[config.mk]
export PLATFORM = sky130hd
export DESIGN_NAME = pd_pwr_seq_ctrl_flat
export DESIGN_NICKNAME = d
export VERILOG_FILES = /design/src/rtl/pd_pwr_seq_ctrl_if.sv /design/src/rtl/pd_pwr_seq_ctrl.sv /design/src/flat_wrapper.sv
export SDC_FILE = /design/constraint.sdc
export NUM_CORES = 1
export LEC_CHECK = 0
export CAP_MARGIN = 20
export CORE_ASPECT_RATIO = 0.9
export CORE_UTILIZATION = 56
export DETAILED_ROUTE_END_ITERATION = 12
export GPL_TIMING_DRIVEN = 0
export PLACE_DENSITY = 0.83
export SLEW_MARGIN = 20
export SYNTH_ARGS = -nofsm -noshare
export SYNTH_HDL_FRONTEND = slang
export SYNTH_SLANG_ARGS = --single-unit
export TNS_END_PERCENT = 5
[constraint.sdc]
create_clock -name i_aon_clk -period 5.34 [get_ports i_aon_clk]
set_input_delay 1.068 -clock i_aon_clk [delete_from_list [all_inputs] [get_ports i_aon_clk]]
set_output_delay 1.068 -clock i_aon_clk [all_outputs]
set_load 0.05 [all_outputs]
[src/rtl/pd_pwr_seq_ctrl_if.sv]
// Regfile-control and domain-control bundle for one switchable power domain.
// The master side is the regfile/wakeup logic; the slave side is the sequencer.
interface pd_pwr_seq_ctrl_if #(
  parameter int M = 3
);
  logic         rf_o_sleep_req;
  logic [M-1:0] rf_o_wakeup_enable;
  logic         rf_o_pwrgate_enable;
  logic [3:0]   rf_o_pwr_on_seq_delay;
  logic [3:0]   rf_o_pwr_off_seq_delay;
  logic [7:0]   rf_o_pwr_on_delay;
  logic [7:0]   rf_o_pwr_off_delay;
  logic [M-1:0] i_wakeup_src;
  logic         o_clk_en;
  logic         o_iso;
  logic         o_ret;
  logic         o_rstn;
  logic         o_dcdc_enable;
  logic         fsm_o_d_status;
  logic         o_busy;

  modport master (
    output rf_o_sleep_req, rf_o_wakeup_enable, rf_o_pwrgate_enable,
           rf_o_pwr_on_seq_delay, rf_o_pwr_off_seq_delay,
           rf_o_pwr_on_delay, rf_o_pwr_off_delay, i_wakeup_src,
    input  o_clk_en, o_iso, o_ret, o_rstn, o_dcdc_enable, fsm_o_d_status, o_busy
  );

  modport slave (
    input  rf_o_sleep_req, rf_o_wakeup_enable, rf_o_pwrgate_enable,
           rf_o_pwr_on_seq_delay, rf_o_pwr_off_seq_delay,
           rf_o_pwr_on_delay, rf_o_pwr_off_delay, i_wakeup_src,
    output o_clk_en, o_iso, o_ret, o_rstn, o_dcdc_enable, fsm_o_d_status, o_busy
  );
endinterface

[src/rtl/pd_pwr_seq_ctrl.sv]
// Power-sequencing FSM for one switchable power domain, clocked in the always-on domain.
// Steps clock-enable, isolation, retention, reset and DCDC enable in a fixed, timed order.
module pd_pwr_seq_ctrl #(
  parameter int M = 3
) (
  input logic              i_aon_clk,
  input logic              i_soc_pwr_on_rst,
  pd_pwr_seq_ctrl_if.slave pd
);

  typedef enum logic [3:0] {
    ACTIVE, OFF_CLK, OFF_ISO, OFF_RET, OFF_RST, OFF_DCDC, SLEEP,
    ON_DCDC, ON_RET, ON_RST, ON_ISO, ON_CLK, CG_CLK, CG_SLEEP, CG_WAKE
  } state_e;

  state_e       state_q, state_d;
  logic [7:0]   cnt_q, cnt_d;
  logic         arm_q, arm_d;
  logic [3:0]   offSeqDly_q, offSeqDly_d;
  logic [3:0]   onSeqDly_q, onSeqDly_d;
  logic [7:0]   pwrOffDly_q, pwrOffDly_d;
  logic         clkEn_q, clkEn_d;
  logic         iso_q, iso_d;
  logic         ret_q, ret_d;
  logic         rstn_q, rstn_d;
  logic         dcdc_q, dcdc_d;
  logic         status_q, status_d;
  logic         busy_q, busy_d;
  logic [M-1:0] wakeSrc;
  logic         wake;
  logic         cntDone;

  assign wakeSrc = pd.i_wakeup_src & pd.rf_o_wakeup_enable;
  assign wake    = |wakeSrc;
  assign cntDone = (cnt_q == 8'd0);

  // A timed state is entered with cnt loaded to its delay and left on the cycle cnt reads zero.
  always_comb begin
    state_d     = state_q;
    cnt_d       = cntDone ? 8'd0 : cnt_q - 8'd1;
    arm_d       = arm_q;
    offSeqDly_d = offSeqDly_q;
    onSeqDly_d  = onSeqDly_q;
    pwrOffDly_d = pwrOffDly_q;
    clkEn_d     = clkEn_q;
    iso_d       = iso_q;
    ret_d       = ret_q;
    rstn_d      = rstn_q;
    dcdc_d      = dcdc_q;
    status_d    = status_q;
    busy_d      = busy_q;

    if (!pd.rf_o_sleep_req) arm_d = 1'b1;

    case (state_q)
      ACTIVE: begin
        if (pd.rf_o_sleep_req && arm_q && !wake) begin
          // Delays are captured here so regfile writes only affect the next sequence.
          offSeqDly_d = pd.rf_o_pwr_off_seq_delay;
          pwrOffDly_d = pd.rf_o_pwr_off_delay;
          arm_d       = 1'b0;
          clkEn_d     = 1'b0;
          status_d    = 1'b0;
          busy_d      = 1'b1;
          cnt_d       = {4'd0, pd.rf_o_pwr_off_seq_delay};
          state_d     = pd.rf_o_pwrgate_enable ? OFF_CLK : CG_CLK;
        end
      end
      OFF_CLK: if (cntDone) begin
        iso_d   = 1'b1;
        cnt_d   = {4'd0, offSeqDly_q};
        state_d = OFF_ISO;
      end
      OFF_ISO: if (cntDone) begin
        ret_d   = 1'b1;
        cnt_d   = {4'd0, offSeqDly_q};
        state_d = OFF_RET;
      end
      OFF_RET: if (cntDone) begin
        rstn_d  = 1'b0;
        cnt_d   = pwrOffDly_q;
        state_d = OFF_RST;
      end
      OFF_RST: if (cntDone) begin
        dcdc_d  = 1'b0;
        cnt_d   = 8'd0;
        state_d = OFF_DCDC;
      end
      OFF_DCDC: begin
        busy_d  = 1'b0;
        state_d = SLEEP;
      end
      SLEEP: begin
        if (wake) begin
          onSeqDly_d = pd.rf_o_pwr_on_seq_delay;
          dcdc_d     = 1'b1;
          busy_d     = 1'b1;
          cnt_d      = pd.rf_o_pwr_on_delay;
          state_d    = ON_DCDC;
        end
      end
      ON_DCDC: if (cntDone) begin
        ret_d   = 1'b0;
        cnt_d   = {4'd0, onSeqDly_q};
        state_d = ON_RET;
      end
      ON_RET: if (cntDone) begin
        rstn_d  = 1'b1;
        cnt_d   = {4'd0, onSeqDly_q};
        state_d = ON_RST;
      end
      ON_RST: if (cntDone) begin
        iso_d   = 1'b0;
        cnt_d   = {4'd0, onSeqDly_q};
        state_d = ON_ISO;
      end
      ON_ISO: if (cntDone) begin
        clkEn_d = 1'b1;
        cnt_d   = 8'd0;
        state_d = ON_CLK;
      end
      ON_CLK: begin
        status_d = 1'b1;
        busy_d   = 1'b0;
        state_d  = ACTIVE;
      end
      CG_CLK: if (cntDone) begin
        busy_d  = 1'b0;
        state_d = CG_SLEEP;
      end
      CG_SLEEP: begin
        if (wake) begin
          onSeqDly_d = pd.rf_o_pwr_on_seq_delay;
          busy_d     = 1'b1;
          cnt_d      = {4'd0, pd.rf_o_pwr_on_seq_delay};
          state_d    = CG_WAKE;
        end
      end
      CG_WAKE: if (cntDone) begin
        clkEn_d  = 1'b1;
        status_d = 1'b1;
        busy_d   = 1'b0;
        state_d  = ACTIVE;
      end
      default: state_d = ACTIVE;
    endcase
  end

  always_ff @(posedge i_aon_clk) begin
    if (i_soc_pwr_on_rst) begin
      state_q     <= ACTIVE;
      cnt_q       <= 8'd0;
      arm_q       <= 1'b1;
      offSeqDly_q <= 4'd0;
      onSeqDly_q  <= 4'd0;
      pwrOffDly_q <= 8'd0;
      clkEn_q     <= 1'b1;
      iso_q       <= 1'b0;
      ret_q       <= 1'b0;
      rstn_q      <= 1'b1;
      dcdc_q      <= 1'b1;
      status_q    <= 1'b1;
      busy_q      <= 1'b0;
    end else begin
      state_q     <= state_d;
      cnt_q       <= cnt_d;
      arm_q       <= arm_d;
      offSeqDly_q <= offSeqDly_d;
      onSeqDly_q  <= onSeqDly_d;
      pwrOffDly_q <= pwrOffDly_d;
      clkEn_q     <= clkEn_d;
      iso_q       <= iso_d;
      ret_q       <= ret_d;
      rstn_q      <= rstn_d;
      dcdc_q      <= dcdc_d;
      status_q    <= status_d;
      busy_q      <= busy_d;
    end
  end

  assign pd.o_clk_en       = clkEn_q;
  assign pd.o_iso          = iso_q;
  assign pd.o_ret          = ret_q;
  assign pd.o_rstn         = rstn_q;
  assign pd.o_dcdc_enable  = dcdc_q;
  assign pd.fsm_o_d_status = status_q;
  assign pd.o_busy         = busy_q;

endmodule

[src/flat_wrapper.sv]
// flat-port wrapper written by rule: the top's interface ports become plain ports
module pd_pwr_seq_ctrl_flat 
#(
  parameter int M = 3
)
  (i_aon_clk, i_soc_pwr_on_rst, pd_rf_o_sleep_req, pd_rf_o_wakeup_enable, pd_rf_o_pwrgate_enable, pd_rf_o_pwr_on_seq_delay, pd_rf_o_pwr_off_seq_delay, pd_rf_o_pwr_on_delay, pd_rf_o_pwr_off_delay, pd_i_wakeup_src, pd_o_clk_en, pd_o_iso, pd_o_ret, pd_o_rstn, pd_o_dcdc_enable, pd_fsm_o_d_status, pd_o_busy);
  pd_pwr_seq_ctrl_if #(.M(M)) pd_i ();
  input logic i_aon_clk;
  input logic i_soc_pwr_on_rst;
  input wire logic [$bits(pd_i.rf_o_sleep_req)-1:0] pd_rf_o_sleep_req;
  input wire logic [$bits(pd_i.rf_o_wakeup_enable)-1:0] pd_rf_o_wakeup_enable;
  input wire logic [$bits(pd_i.rf_o_pwrgate_enable)-1:0] pd_rf_o_pwrgate_enable;
  input wire logic [$bits(pd_i.rf_o_pwr_on_seq_delay)-1:0] pd_rf_o_pwr_on_seq_delay;
  input wire logic [$bits(pd_i.rf_o_pwr_off_seq_delay)-1:0] pd_rf_o_pwr_off_seq_delay;
  input wire logic [$bits(pd_i.rf_o_pwr_on_delay)-1:0] pd_rf_o_pwr_on_delay;
  input wire logic [$bits(pd_i.rf_o_pwr_off_delay)-1:0] pd_rf_o_pwr_off_delay;
  input wire logic [$bits(pd_i.i_wakeup_src)-1:0] pd_i_wakeup_src;
  output wire logic [$bits(pd_i.o_clk_en)-1:0] pd_o_clk_en;
  output wire logic [$bits(pd_i.o_iso)-1:0] pd_o_iso;
  output wire logic [$bits(pd_i.o_ret)-1:0] pd_o_ret;
  output wire logic [$bits(pd_i.o_rstn)-1:0] pd_o_rstn;
  output wire logic [$bits(pd_i.o_dcdc_enable)-1:0] pd_o_dcdc_enable;
  output wire logic [$bits(pd_i.fsm_o_d_status)-1:0] pd_fsm_o_d_status;
  output wire logic [$bits(pd_i.o_busy)-1:0] pd_o_busy;
  assign pd_i.rf_o_sleep_req = pd_rf_o_sleep_req;
  assign pd_i.rf_o_wakeup_enable = pd_rf_o_wakeup_enable;
  assign pd_i.rf_o_pwrgate_enable = pd_rf_o_pwrgate_enable;
  assign pd_i.rf_o_pwr_on_seq_delay = pd_rf_o_pwr_on_seq_delay;
  assign pd_i.rf_o_pwr_off_seq_delay = pd_rf_o_pwr_off_seq_delay;
  assign pd_i.rf_o_pwr_on_delay = pd_rf_o_pwr_on_delay;
  assign pd_i.rf_o_pwr_off_delay = pd_rf_o_pwr_off_delay;
  assign pd_i.i_wakeup_src = pd_i_wakeup_src;
  assign pd_o_clk_en = pd_i.o_clk_en;
  assign pd_o_iso = pd_i.o_iso;
  assign pd_o_ret = pd_i.o_ret;
  assign pd_o_rstn = pd_i.o_rstn;
  assign pd_o_dcdc_enable = pd_i.o_dcdc_enable;
  assign pd_fsm_o_d_status = pd_i.fsm_o_d_status;
  assign pd_o_busy = pd_i.o_busy;
  pd_pwr_seq_ctrl #(.M(M)) u_core (.i_aon_clk(i_aon_clk), .i_soc_pwr_on_rst(i_soc_pwr_on_rst), .pd(pd_i));
endmodule
==> metrics.md <==
| Metric | Value |
|---|---|
| Outcome | completed |
| Maximum vdd drop | approximately 0.23 mV |
| Die Height | between 60 and 70 µm |
| Ys flop type | dfxtp_1 |
| 1st-iter DRT viols | roughly 250 |
| Most common library cells after synthesis | nand2_1, dfxtp_1, a21oi_1, nor2_1, o21ai_0 |
| Flops & latches, synth | 36 |
| Area grow syn2layout | 26.0% |
| Final #Nets | about 370 |
| Setup TNS Final | 0 ns |
| GRT Overall Usage | approximately 33% |
| CP max FO | 10 |
| Syn Std Cell Area | between 0.002 and 0.0025 mm² |
| Hold Crit Depth | 2 |
| Die ar. | roughly 0.0041 mm² |
| R2R depth | 6 |
| Post-CTS Setup Bufs | 0 |
| Post-synth net total | about 320 |
| Worst skew pair latency | just under 0.3 ns |
| Clk_skew | around 0.0092 ns |
| Core area | roughly 0.0037 mm² |
| Crit path from | pd_i_wakeup_src[0] |
| Max incr delay on CP | about 0.40 ns |
| Pwr Total | between 1000 and 1500 µW |
| Worst path buffer plus inverter count | 4 |
| DR vias/cell | ~6.3 |
| Root buffer cell | clkbuf_8 |
| First-pass GRT wire length | a little under 10,000 µm |
| Post-synth EDFFs | 0 |
| Number of CTS-inserted buffers | 5 |
| DP Area | between 0.002 and 0.003 mm² |
| Port-buffer cells | 40 |
| Cell variety after synth | 54 |
| CP Data Arrival Time | 3.28 ns |
| Synth top area share | ~33% |
| Post-CTS Hold Fix Bufs | 0 |
| Hold Crit Class | reg -> reg |
| Initial core utilization | around three fifths |
| CTS tree | done |
| Worst path most repeated cell | clkbuf_1 |
| Slew Limit Fails | 0 |
| Crit-path cells | clkdlybuf4s50_1, a222oi_1, buf_2, clkbuf_1, nand3_1, clkbuf_1, nand2_1, a21oi_1 |
| Layout cells sized above 1 | under 10% |
| Syn Inst Count | ~290 |
| CTS resizes | 0 |
| DRT antenna net count | 0 |
| Setup ws final | between 2 and 2.5 ns |
| Final WL | about 6300 µm |
| Ratio of final minimum period to clock period | 58.7% |
| Clock slew at reported path FFs | 0.07 ns |
| Worst Tran Pin Value | 0.928 ns |
| Maximum clock frequency | 319 MHz |
| Die Wd | between 60 and 70 µm |
| Vias in the first global route | around 2,000 |
| PD cells | around 500 mW/mm² |
| Top-count cell post-synth | nand2_1 |
| Top-Level Pins | 41 |
| Rows | 21 |
| Vias | 2,396 |
| Slew headroom | between 30% and 40% |
| Max cap viols | 0 |
| DRC violations left | 0 |
| Routed len/inst | ~17 µm |
| Final Cell Area | approximately 0.0027 mm² |
| Area contributors post-synth | dfxtp_1, a21oi_1, nand2_1 |
| Critical path depth in cells | 8 |
| Worst EP required | 5.49 ns |
| Final setup violation count | 0 |
| Avg Inst Size Synth | 7.63 µm² |
| CP delay by family, top | buffers and inverters |
| H-Tree Depth | 2 |
| LEAKAGE | between 0.0009 and 0.001 µW |
| Fill cells | 321 |
| Min-delay src | u_core.pwrOffDly_q[6] |
| Crit start category | primary input |
| Critical path's slowest cell | clkdlybuf4s50_1 |
| WHS | approximately 0.46 ns |
| Post-Place Worst Slack | 1.92 ns |
| Synth Warn # | 0 |
| # clock sinks | 36 |
| Total congestion overflow | 0 |
| Antenna violations before repair | 0 |
| RSZ-0062 raised after global routing | false |
| WS Path Type | in -> reg |
| Critical path endpoint category | register |
| DR pass1 iterations | 5 |
| Clock Tree Buf Depth | 2 |
| Sequential share of the synthesized area | 33.2% |
| Final Hold Viols | 0 |
| Post-synth top area cell | dfxtp_1 |
| R2r startpoint | u_core.state_q[3] |
| HPWL after DPL | approximately 4600 µm |
| Largest net degree at the start of global routing | 12 |
| Fraction of registers with async set/reset | 0% |
| Final worst path period need | 3.13 ns |
| Diode count | 0 |
| GP Congestion | between 0.9 and 1 |
==> power breakdown <==
part           internal, µW  leakage [µW]  switching, µW
combinational           307      0.000644            461
sequential              325      0.000294           34.8
clock                   139     0.0000552            102
total                   771      0.000993            597
==> cells in the final DEF (no fill, tap or decap), types with 2 or more instances in the layout <==
cell type        Yosys  layout
clkdlybuf4s50_1      0      40
a21oi_1             35      35
nor3_1               7       7
mux2_2               4       4
xnor2_1              2       2
o22ai_1              2       2
dfxtp_1             36      36
and2_1               2       2
mux2i_1              3       3
nand3b_1             2       2
a211oi_1             6       6
o211ai_1             4       4
clkbuf_1            14      15
a31oi_1              5       5
nor2_1              19      19
nand2_1             37      37
nor4_1               7       7
or3_1                5       5
nor2b_1              2       2
or3b_2               3       3
nand3_1              4       4
and3_1               4       4
nand2b_1             5       5
buf_2                9       9
a221o_1              2       2
o21ai_0             15      15
xor2_1               2       2
nor3b_1              3       3
a21o_1               2       2
clkbuf_8             0       5
ha_1                 2       2
a22oi_1              7       7
a222oi_1             2       2
inv_1               10      10
a31o_2               2       2
==> routing by layer <==
metal  up-vias  track usage [%]  wire length [µm]
li1       1128                -                 -
met1      1087             46.9              2730
met2       157             49.4              2800
met3        24             5.56               666
met4         0             13.1               138
met5         -             2.50                 0
==> worst reg2reg max path, stage by stage, from the launching register on <==
cell      delay (ns)
dfxtp_1         0.30
clkbuf_1        0.20
nor3b_1         0.80
o21ai_0         0.49
nor3_1          0.30
o22ai_1         0.13
a31oi_1         0.18
==> kinds of logic after synthesis <==
group           synth area share, %
simple gates                   25.6
compound gates                 28.2
flops                          33.2
buf+inv                        6.91
mux                            3.45
xor+xnor                       1.61
fa+ha+maj                      1.15
==> final timing paths <==
kind / endpoint / slack (ns)
hold / removal: u_core.pwrOffDly_q[6] / 0.46
setup / recovery: u_core.pwrOffDly_q[4] / 2.21
setup reg to reg: u_core.cnt_q[3] / 2.89
hold reg to reg: u_core.pwrOffDly_q[6] / 0.46
==> metrics by stage <==
stage	instances	utilization (%)
after CTS	379	73.9
after global routing	379	73.9
final	379	73.9
after detailed placement	371	71.0
after global placement	371	71.0
after floorplan	285	-
==> flip-flops by register name, indices dropped and copies added, names as in the netlist <==
name / flops
u_core.arm_q: 1
u_core.cnt_q: 8
u_core.pd.o_busy: 1
u_core.pd.o_ret: 1
u_core.pd.o_clk_en: 1
u_core.offSeqDly_q: 4
u_core.pd.o_iso: 1
u_core.state_q: 4
u_core.pd.o_rstn: 1
u_core.onSeqDly_q: 4
u_core.pd.o_dcdc_enable: 1
u_core.pwrOffDly_q: 8
u_core.pd.fsm_o_d_status: 1
==> cell type report <==
class / count / area [µm²] / share of cell area (%)
clock buffers: 6 / 72.6 / 2.65
repair buffers: 40 / 400 / 14.6
flip-flops and latches: 36 / 721 / 26.3
inverters: 10 / 37.5 / 1.37
multi-input cells: 214 / 1300 / 47.6
clock inverters: 2 / 35.0 / 1.28
well taps: 46 / 57.6 / 2.10
plain buffers: 25 / 113 / 4.11
Note: power is estimated with default switching activity, not from simulation.
